## config.mk

```make
export PLATFORM = sky130hd
export DESIGN_NAME = nrzi_rx_decoder
export DESIGN_NICKNAME = d
export VERILOG_FILES = /design/src/rtl/nrzi_rx_decoder.sv
export SDC_FILE = /design/constraint.sdc
export NUM_CORES = 1
export LEC_CHECK = 0
export CORE_UTILIZATION = 50
export CTS_CLUSTER_SIZE = 28
export DETAILED_ROUTE_END_ITERATION = 6
export PLACE_DENSITY = 0.75
export SYNTH_ARGS = -nofsm -noshare
export SYNTH_HDL_FRONTEND = slang
export SYNTH_SLANG_ARGS = --single-unit
```

## constraint.sdc

```tcl
create_clock -name clk -period 4.95 [get_ports clk]
set_input_delay 1.485 -clock clk [delete_from_list [all_inputs] [get_ports clk]]
set_output_delay 1.485 -clock clk [all_outputs]
set_load 0.02 [all_outputs]
```

## src/rtl/nrzi_rx_decoder.sv

```systemverilog
// USB receive NRZI decoder: bit unstuffing, stuffing-violation detection
// and LSB-first word assembly between strobe timing and the packet FSM.
module nrzi_rx_decoder #(
    parameter int WORD_W     = 8,
    parameter int STUFF_RUN  = 6,
    parameter bit IDLE_LEVEL = 1'b1
) (
    input  logic              clk,
    input  logic              rst,
    input  logic              d_plus,
    input  logic              shift_enable,
    input  logic              eop,
    input  logic              start,
    output logic              d_orig,
    output logic              bit_valid,
    output logic              stuff_drop,
    output logic              stuff_err,
    output logic [WORD_W-1:0] word_out,
    output logic              word_valid,
    output logic              align_err,
    output logic              busy
);

    localparam int OW = $clog2(STUFF_RUN + 1);
    localparam int BW = $clog2(WORD_W);

    typedef enum logic [1:0] {
        IDLE = 2'd0,
        RECV = 2'd1,
        ERR  = 2'd2
    } state_t;

    state_t            state, n_state;
    logic              prev_level, n_prev;
    logic              n_dorig;
    logic [OW-1:0]     ones_cnt, n_ones;
    logic [BW-1:0]     bit_cnt, n_bitcnt, base_cnt;
    logic [WORD_W-1:0] shreg, n_shreg, base_sh, n_word;
    logic              n_bv, n_drop, n_err, n_wv, n_align;
    logic              dec, starting, assemble;

    always_ff @(posedge clk or posedge rst) begin
        if (rst) begin
            state      <= IDLE;
            prev_level <= IDLE_LEVEL;
            d_orig     <= 1'b1;
            ones_cnt   <= '0;
            bit_cnt    <= '0;
            shreg      <= '0;
            word_out   <= '0;
            bit_valid  <= 1'b0;
            stuff_drop <= 1'b0;
            stuff_err  <= 1'b0;
            word_valid <= 1'b0;
            align_err  <= 1'b0;
        end else begin
            state      <= n_state;
            prev_level <= n_prev;
            d_orig     <= n_dorig;
            ones_cnt   <= n_ones;
            bit_cnt    <= n_bitcnt;
            shreg      <= n_shreg;
            word_out   <= n_word;
            bit_valid  <= n_bv;
            stuff_drop <= n_drop;
            stuff_err  <= n_err;
            word_valid <= n_wv;
            align_err  <= n_align;
        end
    end

    always_comb begin
        n_state  = state;
        n_prev   = prev_level;
        n_dorig  = d_orig;
        n_ones   = ones_cnt;
        n_bitcnt = bit_cnt;
        n_shreg  = shreg;
        n_word   = word_out;
        n_bv     = 1'b0;
        n_drop   = 1'b0;
        n_err    = 1'b0;
        n_wv     = 1'b0;
        n_align  = 1'b0;
        dec      = (d_plus == prev_level);
        starting = (state == IDLE) && start;
        assemble = (state == RECV) || starting;
        base_cnt = starting ? '0 : bit_cnt;
        base_sh  = starting ? '0 : shreg;

        if (eop) begin
            n_state  = IDLE;
            n_prev   = IDLE_LEVEL;
            n_dorig  = 1'b1;
            n_ones   = '0;
            n_bitcnt = '0;
            n_align  = (state == RECV) && (bit_cnt != '0);
        end else begin
            if (starting) begin
                n_state  = RECV;
                n_bitcnt = '0;
                n_shreg  = '0;
            end
            if (shift_enable) begin
                n_prev = d_plus;
                if (ones_cnt == OW'(STUFF_RUN)) begin
                    n_ones = '0;
                    if (dec) begin
                        n_err = 1'b1;
                        if (assemble)
                            n_state = ERR;
                    end else begin
                        n_drop = 1'b1;
                    end
                end else begin
                    n_dorig = dec;
                    n_bv    = 1'b1;
                    n_ones  = dec ? ones_cnt + OW'(1) : '0;
                    if (assemble) begin
                        // LSB-first: newest bit enters at the MSB
                        n_shreg = {dec, base_sh[WORD_W-1:1]};
                        if (base_cnt == BW'(WORD_W - 1)) begin
                            n_word   = n_shreg;
                            n_wv     = 1'b1;
                            n_bitcnt = '0;
                        end else begin
                            n_bitcnt = base_cnt + BW'(1);
                        end
                    end
                end
            end
        end
    end

    assign busy = (state == RECV);

endmodule

```

; ---- Word level (Yosys, flattened, before mapping)
; Index checks and enable logic that the tools add are counted.
[word_totals]
regBits = 31
latchBits = 0
ram_bits = 0
romBits = 0
in_bits = 6
word_cells = 71
memories = 0
[classes]
n_addsub = 2
multipliers = 0
n_div = 0
magnitude_cmp = 0
eq_ne = 5
shift = 0
muxes = 42
n_bitwise = 2
reduce_logical = 8
[op_table]
columns = cell, n
row1 = 8-bit 2-to-1 mux, 4
row2 = 3-bit 2-to-1 mux, 10
row3 = 1-bit 2-to-1 mux, 22
row4 = 2-bit 2-to-1 mux, 6
row5 = "3-bit by 1-bit adder with 3-bit output, second input constant", 2
row6 = "3-bit equality test, second input constant", 2
row7 = 5-bit AND reduction, 1
row8 = 3-bit nonzero test, 1
row9 = "2-bit by 1-bit equality test with 1-bit output, second input constant", 1
row10 = 1-bit logical AND, 2
row11 = 2-bit logical NOT, 1
row12 = "2-bit inequality test, second input constant", 1
row13 = 1-bit inverter, 2
row14 = 2-bit AND reduction, 1
row15 = 2-bit nonzero test, 1
row16 = 1-bit equality test, 1
row17 = 1-bit logical OR, 1

; ---- Logic depth before layout (Yosys ltp)
[logic_depth]
word_depth = 9
ltp_mapped = 6
depth_no_buf = 5

; ---- Worst setup path before layout
; Ideal clock, no wire load.
[synth_timing]
path_kind = input port to flip-flop
from = in shift_enable
to = reg word_out[2]
setup_ns = 0.125
t_arrival_ns = 2.624
t_required_ns = 4.825
setup_slack_ns = 2.201
path_stages = 4
path_buffers = 1
path_cell_list = buf_4 > nand4b_4 > nor4_4 > mux2_2
[synth_between]
elab_chain_len = 1
[synth_lines]
columns = element, line_no
row1 = start: declaration, 11  ; input logic shift_enable,
row2 = 5-bit AND reduction (no line), n/a
row3 = end signal: assignment, 63  ; word_out <= n_word;
row4 = end: declaration, 18  ; output logic [WORD_W-1:0] word_out,
; Every way passes these cells.
; A chain may end at the register's enable or synchronous reset.

; ---- Final worst setup path
[layout_timing]
from = reg state[0]
to = out busy
[layout_between]
elab_chain_len = 1
[layout_lines]
columns = element, line_no
row1 = start: declaration, 33  ; state_t state, n_state;
row2 = start signal: assignment, 57  ; state <= n_state;
row3 = 2-bit by 1-bit equality test with 1-bit output, 135  ; assign busy = (state == RECV);
row4 = end: declaration, 21  ; output logic busy
; Every way passes these cells.

==> flow_summary.toml <==
[outcome]
outcome = "complete, no violations"

[critical_path]
cp-end-kind = "output pin"
worstPathArrival_ps = 1670
crit_type = "reg2out"
reg2reg_from = "ones_cnt[0]"
rr_worst_depth = 5
crit_fanout = 9
cpPeakStageDelay_ps = 620
required_ps = 3460
startpoint_type = "flip-flop"
reg2reg_slack_ps = 2890
cp_slowest_cell = "clkdlybuf4s50_1"
path_cells = "nor2b_1 > clkdlybuf4s50_1"
worst_r2r_endpoint = "word_out[7]"

[timing]
whs_ps = 461
hold_viol = 0
fin_crit_ps = 3160
finalClockSkew_ps = 10.5
rsz0062_at_grt = "no"
drv_slew = 0
fin_crit_sh = 0.638
finalSetupViolations = 0
timing.fmax_ghz = 0.317
timing.slew.headroom = 0.271
tightest_slew_ps = 1090
fin_tns_setup_ps = 0

[pwr]
p_per_area_nw_per_um2 = 326
vdd_drop_max_uv = 364
p_leak_nw = 0.769
combPwrFrac = 0.155
seqPwrFrac = 0.508
switching_power_w = 0.000155
power_frac_clock = 0.337
p_int_w = 0.000418
sw_frac_of_total = 0.271

[synth]
synthAdderAreaFrac = 0.0169
yosysWarnings = 0
syn_area_per_cell_um2 = 11.1
synth-simple-area-share = 0.217
synth_area_leaders = "dfrtp_1 (47%), mux2_2 (4.6%), dfstp_2 (3.6%), a221o_1 (3.4%), nand2b_1 (3.0%)"
ys_seq_area_frac = 0.510
yosys.cell_types.count = 42
synth_mux_area_frac = 0.0593
netlist_area_um2 = 1480
synth_top_family_by_area = "simple AND/OR/NAND/NOR gates"
synth_xor_area_frac = 0.0119
yosys_register_bits = 30
yosysTopAreaCell = "dfrtp_1"
synth-async-reset-ratio = 1.00
synthCells = 133
synth_top_area_share = 0.474
synth-edff-count = 0
synth_compound_area_frac = 0.140
synth_nets = 141
ys.flop_type = "dfrtp_1"

[min_path]
min_to = "d_orig"
min_path_type = "reg2reg"
min-delay-start = "d_orig"
hold-path-cell-count = 2

[clock_tree]
hold_buffers = 0
cts_root_buffer = "clkbuf_4"
clock_path_buffers = 2
clk_latency_ps = 340
cts_max_level = 2
cts_resized = 0
cts.sinks = 30
cts_buffers = 5
cts_tree = "yes"
clk_pin_slew_worst_paths_ps = 100
post_cts_buffers = 0

[global_routing]
track_usage = 0.205
grt_max_degree = 31
grt_overflow = 0
grt_pass1_wl_mm = 4.82
antenna_found_initial = 0
first_global_vias = 1082

[floorplanning]
die_area_um2 = 3180
die_height_um = 56.4
initial_core_util = 0.531
core_area_um2 = 2780
row_count = 19
die-width_um = 56.4
ios = 21

[layout]
diodes = 0
fin_nets = 161
final_cell_mix = "dfrtp_1 (28), clkdlybuf4s50_1 (20), nand2b_1 (7), inv_1 (7)"
final_common_cell = "dfrtp_1"
area_growth_pct = 19.1
stdcell_count = 185
drive_gt1_frac = 0.143

[placement]
place_hpwl_mm = 1.93
dp.cells = 177
portBuffers = 20
place_congestion = 0.761

[drt]
wl_per_cell_um = 15.4
drt_iter0_drc = 34
wl_mm = 2.85
viasPerCell = 5.86
route.detailed.drc = 0
final_antenna_net_count = 0
vias = 1085
drtPass1Iterations = 4

[run]
maxCapViolCount = 0
[power by group through the flow]
stage | clock network (W) | logic [W] | registers, W
after detailed placement | 0 | 0.0000886 | 0.000295
after CTS | 0.000199 | 0.0000893 | 0.000290
final | 0.000193 | 0.0000887 | 0.000291
after floorplan | 0 | 0.0000683 | 0.000290
after global placement | 0 | 0.0000866 | 0.000293
after global routing | 0.000207 | 0.0000982 | 0.000295
[synthesized netlist by cell type, types with 2 or more instances]
master / n
a211oi_1: 2
or3_1: 2
nor2b_1: 4
inv_1: 7
o21ai_0: 2
nand3_1: 2
nor3_1: 4
a211o_1: 2
mux2_2: 6
nand2_1: 6
a221o_1: 5
a21oi_1: 6
nand4_1: 2
mux2i_1: 2
dfrtp_1: 28
o211ai_1: 3
and2_1: 5
nor2_1: 4
dfstp_2: 2
nand2b_1: 7
nor4_1: 5
ha_1: 2
clkbuf_1: 6
[metrics by stage]
| step | util | total power [W] | area [µm²] | worst slack (ps) |
|---|---|---|---|---|
| finish | 0.633 | 0.000573 | 1760 | 1790 |
| global route | 0.633 | 0.000600 | 1760 | 1690 |
| CTS | 0.633 | 0.000579 | 1760 | 1780 |
| detailed placement | 0.605 | 0.000383 | 1680 | 1440 |
| global placement | 0.605 | 0.000380 | 1680 | 1470 |
| floorplan | - | 0.000359 | 1480 | 2200 |
[registers in the layout (all words and copies together) (netlist names)]
signal	flops
align_err	1
prev_level	1
state	2
d_orig	1
stuff_err	1
word_valid	1
bit_cnt	3
shreg	7
ones_cnt	3
bit_valid	1
word_out	8
stuff_drop	1
[cell type report]
cell class / count / area (µm²)
fillers: 239 / 1020
flip-flops and latches: 30 / 753
repair buffers: 21 / 208
well taps: 31 / 38.8
clock inverters: 3 / 40.0
multi-input cells: 88 / 657
clock buffers: 5 / 37.5
inverters: 7 / 26.3
[layer usage]
layer | global-route usage | part of all wire | up-vias
met3 | 0.0553 | 0.059 | 8
met2 | 0.301 | 0.43 | 27
met1 | 0.269 | 0.48 | 526
met4 | 0.125 | 0.026 | 0
met5 | 0 | 0 | -
li1 | - | - | 524
[worst max-delay path, delay by kind of cell (launching register included)]
kind                   cells  cell delay [ps]
flip-flops                 1              510
buffers and inverters      1              620
AND/OR/NAND/NOR            1              210
[how the worst max path moves through the flow]
| stage | startpoint | endpoint | slack [ps] |
|---|---|---|---|
| after floorplan | shift_enable | word_out[2] | 2200 |
| after global placement | shift_enable | word_out[3] | 1470 |
| after detailed placement | shift_enable | word_out[7] | 1440 |
| after CTS | state[0] | busy | 1780 |
| after global routing | state[0] | busy | 1690 |
| final | state[0] | busy | 1790 |
[kinds of logic after synthesis]
kind of cell             Yosys count
multiplexers                       8
AND/OR/NAND/NOR                   49
AO/OA/AOI/OAI                     27
flip-flops                        30
buffers and inverters             15
XOR/XNOR                           2
adder cells (fa/ha/maj)            2
No activity file was read; power rests on OpenSTA's default activity.
